<file path="config.mk">
export PLATFORM = sky130hd
export DESIGN_NAME = invader_wave_ctrl
export DESIGN_NICKNAME = d
export VERILOG_FILES = /design/src/rtl/invader_wave_ctrl.sv
export SDC_FILE = /design/constraint.sdc
export NUM_CORES = 1
export LEC_CHECK = 0
export CAP_MARGIN = 5
export CORE_MARGIN = 8
export CORE_UTILIZATION = 30
export DETAILED_ROUTE_END_ITERATION = 10
export GPL_TIMING_DRIVEN = 0
export PLACE_DENSITY_LB_ADDON = 0.08
export SETUP_SLACK_MARGIN = 0.15
export SLEW_MARGIN = 20
export SYNTH_ARGS = -nofsm -noshare
export SYNTH_HDL_FRONTEND = slang
export SYNTH_SLANG_ARGS = --single-unit
</file>
<file path="constraint.sdc">
create_clock -name dclk -period 4.15 [get_ports dclk]
set_input_delay 0.83 -clock dclk [delete_from_list [all_inputs] [get_ports dclk]]
set_output_delay 0.83 -clock dclk [all_outputs]
set_load 0.01 [all_outputs]
</file>
<file path="src/rtl/invader_wave_ctrl.sv">
// Invader formation controller: sequences spawn, march, descend, cleared and
// game-over, and owns formation position, per-column hit points, wave and score.
module invader_wave_ctrl #(
  parameter int unsigned X_START     = 100,
  parameter int unsigned Y_START     = 10,
  parameter int unsigned X_MIN       = 95,
  parameter int unsigned X_MAX       = 390,
  parameter int unsigned DROP        = 5,
  parameter int unsigned Y_LIMIT     = 400,
  parameter int unsigned HP_INIT     = 2,
  parameter int unsigned POINTS      = 50,
  parameter int unsigned STEP_BASE   = 8,
  parameter int unsigned CLEAR_DELAY = 60
) (
  input  logic        dclk,
  input  logic        clr,
  input  logic        play,
  input  logic        move_tick,
  input  logic        hit_valid,
  input  logic [2:0]  hit_col,
  output logic [9:0]  enemy_x,
  output logic [9:0]  enemy_y,
  output logic [9:0]  hp,
  output logic [4:0]  alive,
  output logic [13:0] score,
  output logic [3:0]  wave,
  output logic [2:0]  state,
  output logic        hit_ack,
  output logic        game_over
);

  localparam int unsigned XW  = 10;
  localparam int unsigned YW  = 10;
  localparam int unsigned CW  = 5;
  localparam int unsigned SW  = 14;
  localparam int unsigned SSW = SW + 1;
  localparam int unsigned YSW = YW + 1;
  localparam int unsigned WW  = 4;
  localparam int unsigned TW  = 6;
  localparam logic [SW-1:0] SCORE_MAX = '1;

  typedef enum logic [2:0] {
    S_IDLE    = 3'd0,
    S_SPAWN   = 3'd1,
    S_MARCH   = 3'd2,
    S_DESCEND = 3'd3,
    S_CLEARED = 3'd4,
    S_OVER    = 3'd5
  } state_t;

  state_t          state_q, state_d;
  logic [XW-1:0]   x_q, x_d;
  logic [YW-1:0]   y_q, y_d;
  logic [2*CW-1:0] hp_q, hp_d;
  logic [CW-1:0]   alive_q, alive_d;
  logic [SW-1:0]   score_q, score_d;
  logic [WW-1:0]   wave_q, wave_d;
  logic [TW-1:0]   cnt_q, cnt_d;
  logic            dir_q, dir_d;
  logic            ack_q, ack_d;
  logic            over_q, over_d;

  logic [TW-1:0]   step_last;
  logic [7:0]      alive_ext;
  logic            hit_ok;
  logic [SSW-1:0]  score_sum;
  logic [YSW-1:0]  y_sum;

  // Last tick index of a step; step period shrinks with wave, floored at one tick
  always_comb begin
    if (32'(wave_q) + 32'd1 >= STEP_BASE) step_last = '0;
    else                                  step_last = TW'(STEP_BASE - 32'(wave_q) - 32'd1);
  end

  always_comb begin
    state_d   = state_q;
    x_d       = x_q;
    y_d       = y_q;
    hp_d      = hp_q;
    alive_d   = alive_q;
    score_d   = score_q;
    wave_d    = wave_q;
    cnt_d     = cnt_q;
    dir_d     = dir_q;
    alive_ext = {3'b000, alive_q};
    hit_ok    = (state_q == S_MARCH || state_q == S_DESCEND) && hit_valid &&
                (hit_col < 3'd5) && alive_ext[hit_col];
    ack_d     = hit_ok;
    score_sum = {1'b0, score_q} + SSW'(POINTS);
    y_sum     = {1'b0, y_q} + YSW'(DROP);

    unique case (state_q)
      S_IDLE: if (play) state_d = S_SPAWN;
      S_SPAWN: begin
        x_d     = XW'(X_START);
        y_d     = YW'(Y_START);
        hp_d    = {CW{2'(HP_INIT)}};
        alive_d = '1;
        dir_d   = 1'b0;
        cnt_d   = '0;
        state_d = S_MARCH;
      end
      S_MARCH: if (move_tick) begin
        if (cnt_q == step_last) begin
          cnt_d = '0;
          if (!dir_q && x_q < XW'(X_MAX))     x_d = x_q + XW'(1);
          else if (dir_q && x_q > XW'(X_MIN)) x_d = x_q - XW'(1);
          else                                state_d = S_DESCEND;
        end else begin
          cnt_d = cnt_q + TW'(1);
        end
      end
      S_DESCEND: begin
        y_d     = y_sum[YW-1:0];
        dir_d   = ~dir_q;
        state_d = (y_sum >= YSW'(Y_LIMIT)) ? S_OVER : S_MARCH;
      end
      S_CLEARED: if (move_tick) begin
        if (cnt_q == TW'(CLEAR_DELAY - 1)) begin
          cnt_d   = '0;
          state_d = S_SPAWN;
        end else begin
          cnt_d = cnt_q + TW'(1);
        end
      end
      S_OVER: ;
      default: state_d = S_IDLE;
    endcase

    // A hit drains hp first; a hit on an empty column kills it and scores
    for (int c = 0; c < CW; c++) begin
      if (hit_ok && hit_col == 3'(c)) begin
        if (hp_q[2*c +: 2] != 2'd0) begin
          hp_d[2*c +: 2] = hp_q[2*c +: 2] - 2'd1;
        end else begin
          alive_d[c] = 1'b0;
          score_d    = (score_sum > {1'b0, SCORE_MAX}) ? SCORE_MAX : score_sum[SW-1:0];
        end
      end
    end

    // Wiping the formation wins over any movement outcome, including game over
    if ((state_q == S_MARCH || state_q == S_DESCEND) && alive_d == '0) begin
      state_d = S_CLEARED;
      cnt_d   = '0;
      if (wave_q != '1) wave_d = wave_q + WW'(1);
    end

    if (!play) begin
      state_d = S_IDLE;
      x_d     = XW'(X_START);
      y_d     = YW'(Y_START);
      hp_d    = '0;
      alive_d = '0;
      score_d = '0;
      wave_d  = '0;
      cnt_d   = '0;
      dir_d   = 1'b0;
      ack_d   = 1'b0;
    end

    over_d = (state_d == S_OVER);
  end

  always_ff @(posedge dclk) begin
    if (clr) begin
      state_q <= S_IDLE;
      x_q     <= XW'(X_START);
      y_q     <= YW'(Y_START);
      hp_q    <= '0;
      alive_q <= '0;
      score_q <= '0;
      wave_q  <= '0;
      cnt_q   <= '0;
      dir_q   <= 1'b0;
      ack_q   <= 1'b0;
      over_q  <= 1'b0;
    end else begin
      state_q <= state_d;
      x_q     <= x_d;
      y_q     <= y_d;
      hp_q    <= hp_d;
      alive_q <= alive_d;
      score_q <= score_d;
      wave_q  <= wave_d;
      cnt_q   <= cnt_d;
      dir_q   <= dir_d;
      ack_q   <= ack_d;
      over_q  <= over_d;
    end
  end

  assign state     = state_q;
  assign enemy_x   = x_q;
  assign enemy_y   = y_q;
  assign hp        = hp_q;
  assign alive     = alive_q;
  assign score     = score_q;
  assign wave      = wave_q;
  assign hit_ack   = ack_q;
  assign game_over = over_q;

endmodule

</file>
## Word-level counts from Yosys, hierarchy flattened

Index checks and enable logic that the tools add are counted.

- Muxes and demuxes: 58
- Reductions and logical operators: 29
- Order comparisons: 7
- Equal/unequal tests: 17
- Bitwise gates (word level): 2
- $add $sub $neg: 14

Operators by type and width:

| cell | count |
|---|---|
| 14-bit 2-to-1 mux | 11 |
| 10-bit 2-to-1 mux | 5 |
| 10-bit one-hot mux with 2 select lines | 2 |
| 6-bit 2-to-1 mux | 5 |
| 3-bit 2-to-1 mux | 9 |
| 2-bit 2-to-1 mux | 10 |
| 3-bit one-hot mux with 6 select lines | 1 |
| 6-bit one-hot mux with 3 select lines | 1 |
| 14-bit by 6-bit adder with 15-bit output (second input constant) | 1 |
| 15-bit by 14-bit > comparator with 1-bit output (second input constant) | 1 |
| 2-bit nonzero test | 7 |
| 3-bit by 2-bit equality test with 1-bit output (second input constant) | 4 |
| 3-bit equality test (second input constant) | 4 |
| 10-bit by 3-bit adder with 11-bit output (second input constant) | 1 |
| 11-bit by 9-bit greater-or-equal comparator with 1-bit output (second input constant) | 1 |
| 1-bit logical AND | 11 |
| 1-bit 2-to-1 mux | 11 |
| 10-bit by 1-bit adder with 10-bit output (second input constant) | 1 |
| 10-bit by 7-bit > comparator with 1-bit output (second input constant) | 1 |
| 10-bit by 9-bit < comparator with 1-bit output (second input constant) | 1 |
| 10-bit by 1-bit subtractor with 10-bit output (second input constant) | 1 |
| 2-bit by 1-bit subtractor with 2-bit output (second input constant) | 5 |
| 6-bit by 1-bit adder with 6-bit output (second input constant) | 1 |
| 3-bit by 1-bit equality test with 1-bit output (second input constant) | 2 |
| other kinds (26) | 30 |

- Register bits after elaboration: 65
- Input port bits: 8
- Word-level logic and storage cells: 138
- Output and inout bits: 58

## Depth between registers and ports, before layout

- Depth in word-level cells: 15
- Gate-level depth with buffers: 14

## Least setup slack after synthesis

OpenSTA, ideal clock, no wires.

- Path type: register -> register
- Start: register wave_q[0], in the netlist wave[0]
- End: register x_q[5], in the netlist enemy_x[5]
- Period minus slack after synthesis: 3.246 ns
- Arrival: 3.118 ns
- Setup time: 0.127 ns
- Required time: 4.023 ns
- Buffers on the path: 3
- Setup slack: 0.904 ns
- Cell stages (with the launch flop): 15
- Cells stage by stage: dfxtp_1 -> buf_2 -> inv_1 -> ha_1 -> buf_2 -> mux2_2 -> or4_1 -> nand4_2 -> nor4b_1 -> a41o_1 -> o31ai_2 -> a211o_1 -> buf_4 -> mux2i_1 -> nand2_1

- Cells in the longest elaborated chain, start to end: 6
- Elaborated cells between the ends (all ways): 8

Ends and longest elaborated chain:

| element | line | source |
|---|---|---|
| start, declared | 57 | `logic [WW-1:0] wave_q, wave_d;` |
| start signal, assigned | 185 | `wave_q <= wave_d;` |
| 4-bit by 4-bit subtractor with 5-bit output / 4-bit by 1-bit adder with 5-bit output (equally long branches) | 72, 71 |  |
| 5-bit by 2-bit subtractor with 6-bit output / 5-bit by 4-bit greater-or-equal comparator with 1-bit output (equally long branches) | 72, 71 |  |
| 6-bit 2-to-1 mux * | 71 | `if (32'(wave_q) + 32'd1 >= STEP_BASE) step_last = '0;` |
| 6-bit equality test * | 104 | `if (cnt_q == step_last) begin` |
| 2-bit inequality test (no source line) * | n/a |  |
| 4-bit AND reduction (no source line) * | n/a |  |
| end signal, assigned | 168 | `x_q <= XW'(X_START);` |
| end, declared | 52 | `logic [XW-1:0] x_q, x_d;` |

Mark *: on every way between the ends. The rest lies on a longest branch, timed or not.
A chain may end at the register's enable or synchronous reset.

## Worst setup path in the final report

Ends and elaborated chain as after synthesis.

==> impl_metrics.toml <==
[run_status]
status = "finished clean"

[synthesis]
synth_top_area_cell = "dfxtp_1"
ys_warn_count = 0
synth.avg_cell_area_sq_um = 7.80
ys.flop_type = "dfxtp_1"
syn_nets = 538
synth_area_sq_um = 4010
ys_ff_latch = 65
synth_cell_type_count = 68
synth-seq-area-share_pct = 32.5
synthCells = 514
synth_edf_count = 0
postSynth.asyncResetShare_pct = 0
synth.most_common_cell = "nor2_1"
synth_top_area_share_pct = 32.5
synth_common_cells = "nor2_1 (71), dfxtp_1 (65), nand2_1 (48), a21oi_1 (43), o21ai_0 (26)"
yosys-top-cells-area = "dfxtp_1 (32%), nor2_1 (6.6%), a21oi_1 (5.4%)"

[sta]
finalMaxSlewViolations = 0
final_hold_viol_count = 0
setup_tns_ns = 0
worst_slew_pin_slew_ns = 0.790
grt_setup_unrepaired = "no"
slew_headroom_pct = 47.1
period_minus_slack_ns = 3.70
setup_viol = 0
post-route-period-util_pct = 89.1
max_freq_mhz = 271
fin_skew_ns = 0.00509

[cells_and_area]
nFillCells = 1376
syn2layout_area_growth_pct = 29.3
fin_nets = 614
design_area_sq_um = 5180
diodes = 0
drive_above_1_share_pct = 6.39

[grt]
grt.met1_usage_pct = 18.5
grt_use_total_pct = 14.4
grt_busiest_layer = "met2"
overflow = 0
grt_max_degree = 12
met3_usage_pct = 4.61
grt_pass1_vias = 4000
antenna_found_initial = 0
met2_usage_pct = 22.6
grt_first_pass_wirelength_um = 20800

[clock_network]
postCtsSetupBuffers = 0
worstSkewPairLatency_ns = 0.34
cts_buffers = 9
cts.sinks = 65
h-tree-depth = 3
cts.clk_slew.worst_paths_ns = 0.05
root_buffer = "clkbuf_16"
cts_tree = "built"
clockBufferDepth = 2

[floorplan]
coreArea_sq_um = 13100
die_height_um = 132
dieArea_sq_um = 17300
initial_utilization_pct = 30.5
rows = 42
ios = 66
fp.dieW_um = 132

[routing]
final_antenna_net_count = 0
drc_errors = 0
drt_iter0_drc = 287
num_vias = 4013
wl_per_cell_um = 15.7
firstDrtPassIters = 4
wirelength_um = 12100
routed_via_density = 5.20

[pwr]
leakage_uw = 0.00181
power_density_nw_per_um2 = 290
peakVddDrop_mv = 0.218

[place]
dpl.hpwl_um = 8890
gp_congestion = 0.833
io_buffers = 65
placed_area_sq_um = 4880

[setup_path]
worstSetupPathType = "flip-flop to flip-flop"
start_kind = "flip-flop"
path_common_cell = "buf_2"
crit_path_end_kind = "flip-flop"
slowest_stage = "dfxtp_1"
critPathArrivalTime_ns = 3.90
critPathRequiredTime_ns = 4.35
cp_max_fo = 10
crit_chain = "buf_2 > inv_1 > ha_1 > buf_2 > mux2_2 > or4_1 > nand4_2 > nor4b_1 > a41o_1 > o31ai_2 > a211o_1 > buf_4 > mux2i_1 > nand2_1"
cpPeakStageDelay_ns = 0.45

[hold_path]
min_path_type = "flip-flop to flip-flop"

[run]
maxCapViolCount = 0
cells by family after synthesis:
group / after synthesis / synth area share [%]
buf+inv: 37 / 3.90
flops: 65 / 32.5
fa+ha+maj: 16 / 5.18
compound gates: 134 / 21.6
xor+xnor: 20 / 4.71
mux: 7 / 2.12
simple gates: 235 / 30.0
sequential cells by signal, summed over array words and instances (netlist names):
| signal | count |
|---|---|
| enemy_x | 10 |
| score | 14 |
| game_over | 1 |
| hp | 10 |
| wave | 4 |
| alive | 5 |
| hit_ack | 1 |
| enemy_y | 10 |
| cnt_q | 6 |
| state | 3 |
| dir_q | 1 |
layout by cell type, fill, tap and decap left out, drive strengths merged, types with 4 or more instances in the layout:
cell / n
dfxtp: 65
mux2i: 4
a21o: 5
nor3: 21
or3: 11
nor2: 71
ha: 15
or2: 5
clkbuf: 28
a31oi: 12
nand3: 14
o21ai: 29
nor4b: 4
buf: 8
xor2: 6
nand4: 7
a311oi: 8
clkdlybuf4s50: 65
nor3b: 10
inv: 12
xnor2: 13
nor2b: 6
and3: 6
a21oi: 44
nand2: 48
nand2b: 13
report_power, final:
group          internal, uW  switching (uW)
logic                  39.5            61.0
clock network           479             289
registers               630            7.45
total                  1150             357
layout make-up:
class,count,area (sq um),area share [%]
Buffer,25,111,2.15
Clock buffer,11,243,4.68
Clock inverter,5,55.1,1.06
Inverter,12,45.0,0.869
Multi-Input combinational cell,412,2560,49.3
Sequential cell,65,1300,25.1
Tap cell,176,220,4.25
Timing Repair Buffer,65,651,12.5
per-layer routing:
layer	part of all wire, %	vias up	wire length (um)
met2	45	80	5410
li1	-	2024	-
met1	49	1897	5960
met5	0	-	0
met4	1.4	0	167
met3	5.0	12	604
stage by stage:
step / power, uW / hold slack, ns / util [%] / setup WS, ns / std cells
floorplan: 706 / 0.489 / - / 0.904 / 514
global placement: 751 / 0.493 / 37.1 / 0.473 / 755
detailed placement: 752 / 0.504 / 37.1 / 0.381 / 755
CTS: 1530 / 0.515 / 39.4 / 0.360 / 771
global route: 1570 / 0.538 / 39.5 / 0.193 / 771
finish: 1510 / 0.518 / 39.5 / 0.454 / 771
path summary, 6_finish.rpt:
check | from | endpoint | cells past startpoint | slack (ns)
setup reg to reg | wave[0]$_SDFFE_PP0P_ | enemy_x[5]$_SDFFE_PP1P_ | 14 | 0.45
hold reg to reg | hp[1]$_SDFF_PP0_ | hp[0]$_SDFF_PP0_ | 2 | 0.52
hold / removal | hp[1]$_SDFF_PP0_ | hp[0]$_SDFF_PP0_ | 2 | 0.52
setup / recovery | wave[0]$_SDFFE_PP0P_ | enemy_x[5]$_SDFFE_PP1P_ | 14 | 0.45
worst max-delay path, delay by kind of cell, from the launching register on:
kind,cells,cell delay [ns]
AOI/OAI and AO/OA,3,0.87
adders and majority gates,1,0.29
buffers and inverters,4,0.76
DFF,1,0.45
muxes,2,0.49
and+or+nand+nor,4,0.69
what timing repair did:
action | in CTS | in global routing
hold buffers | 0 | 0
resized for setup | 0 | 1
endpoints found under the setup margin | 0 | 1
Power figures use the tool's default switching activity.
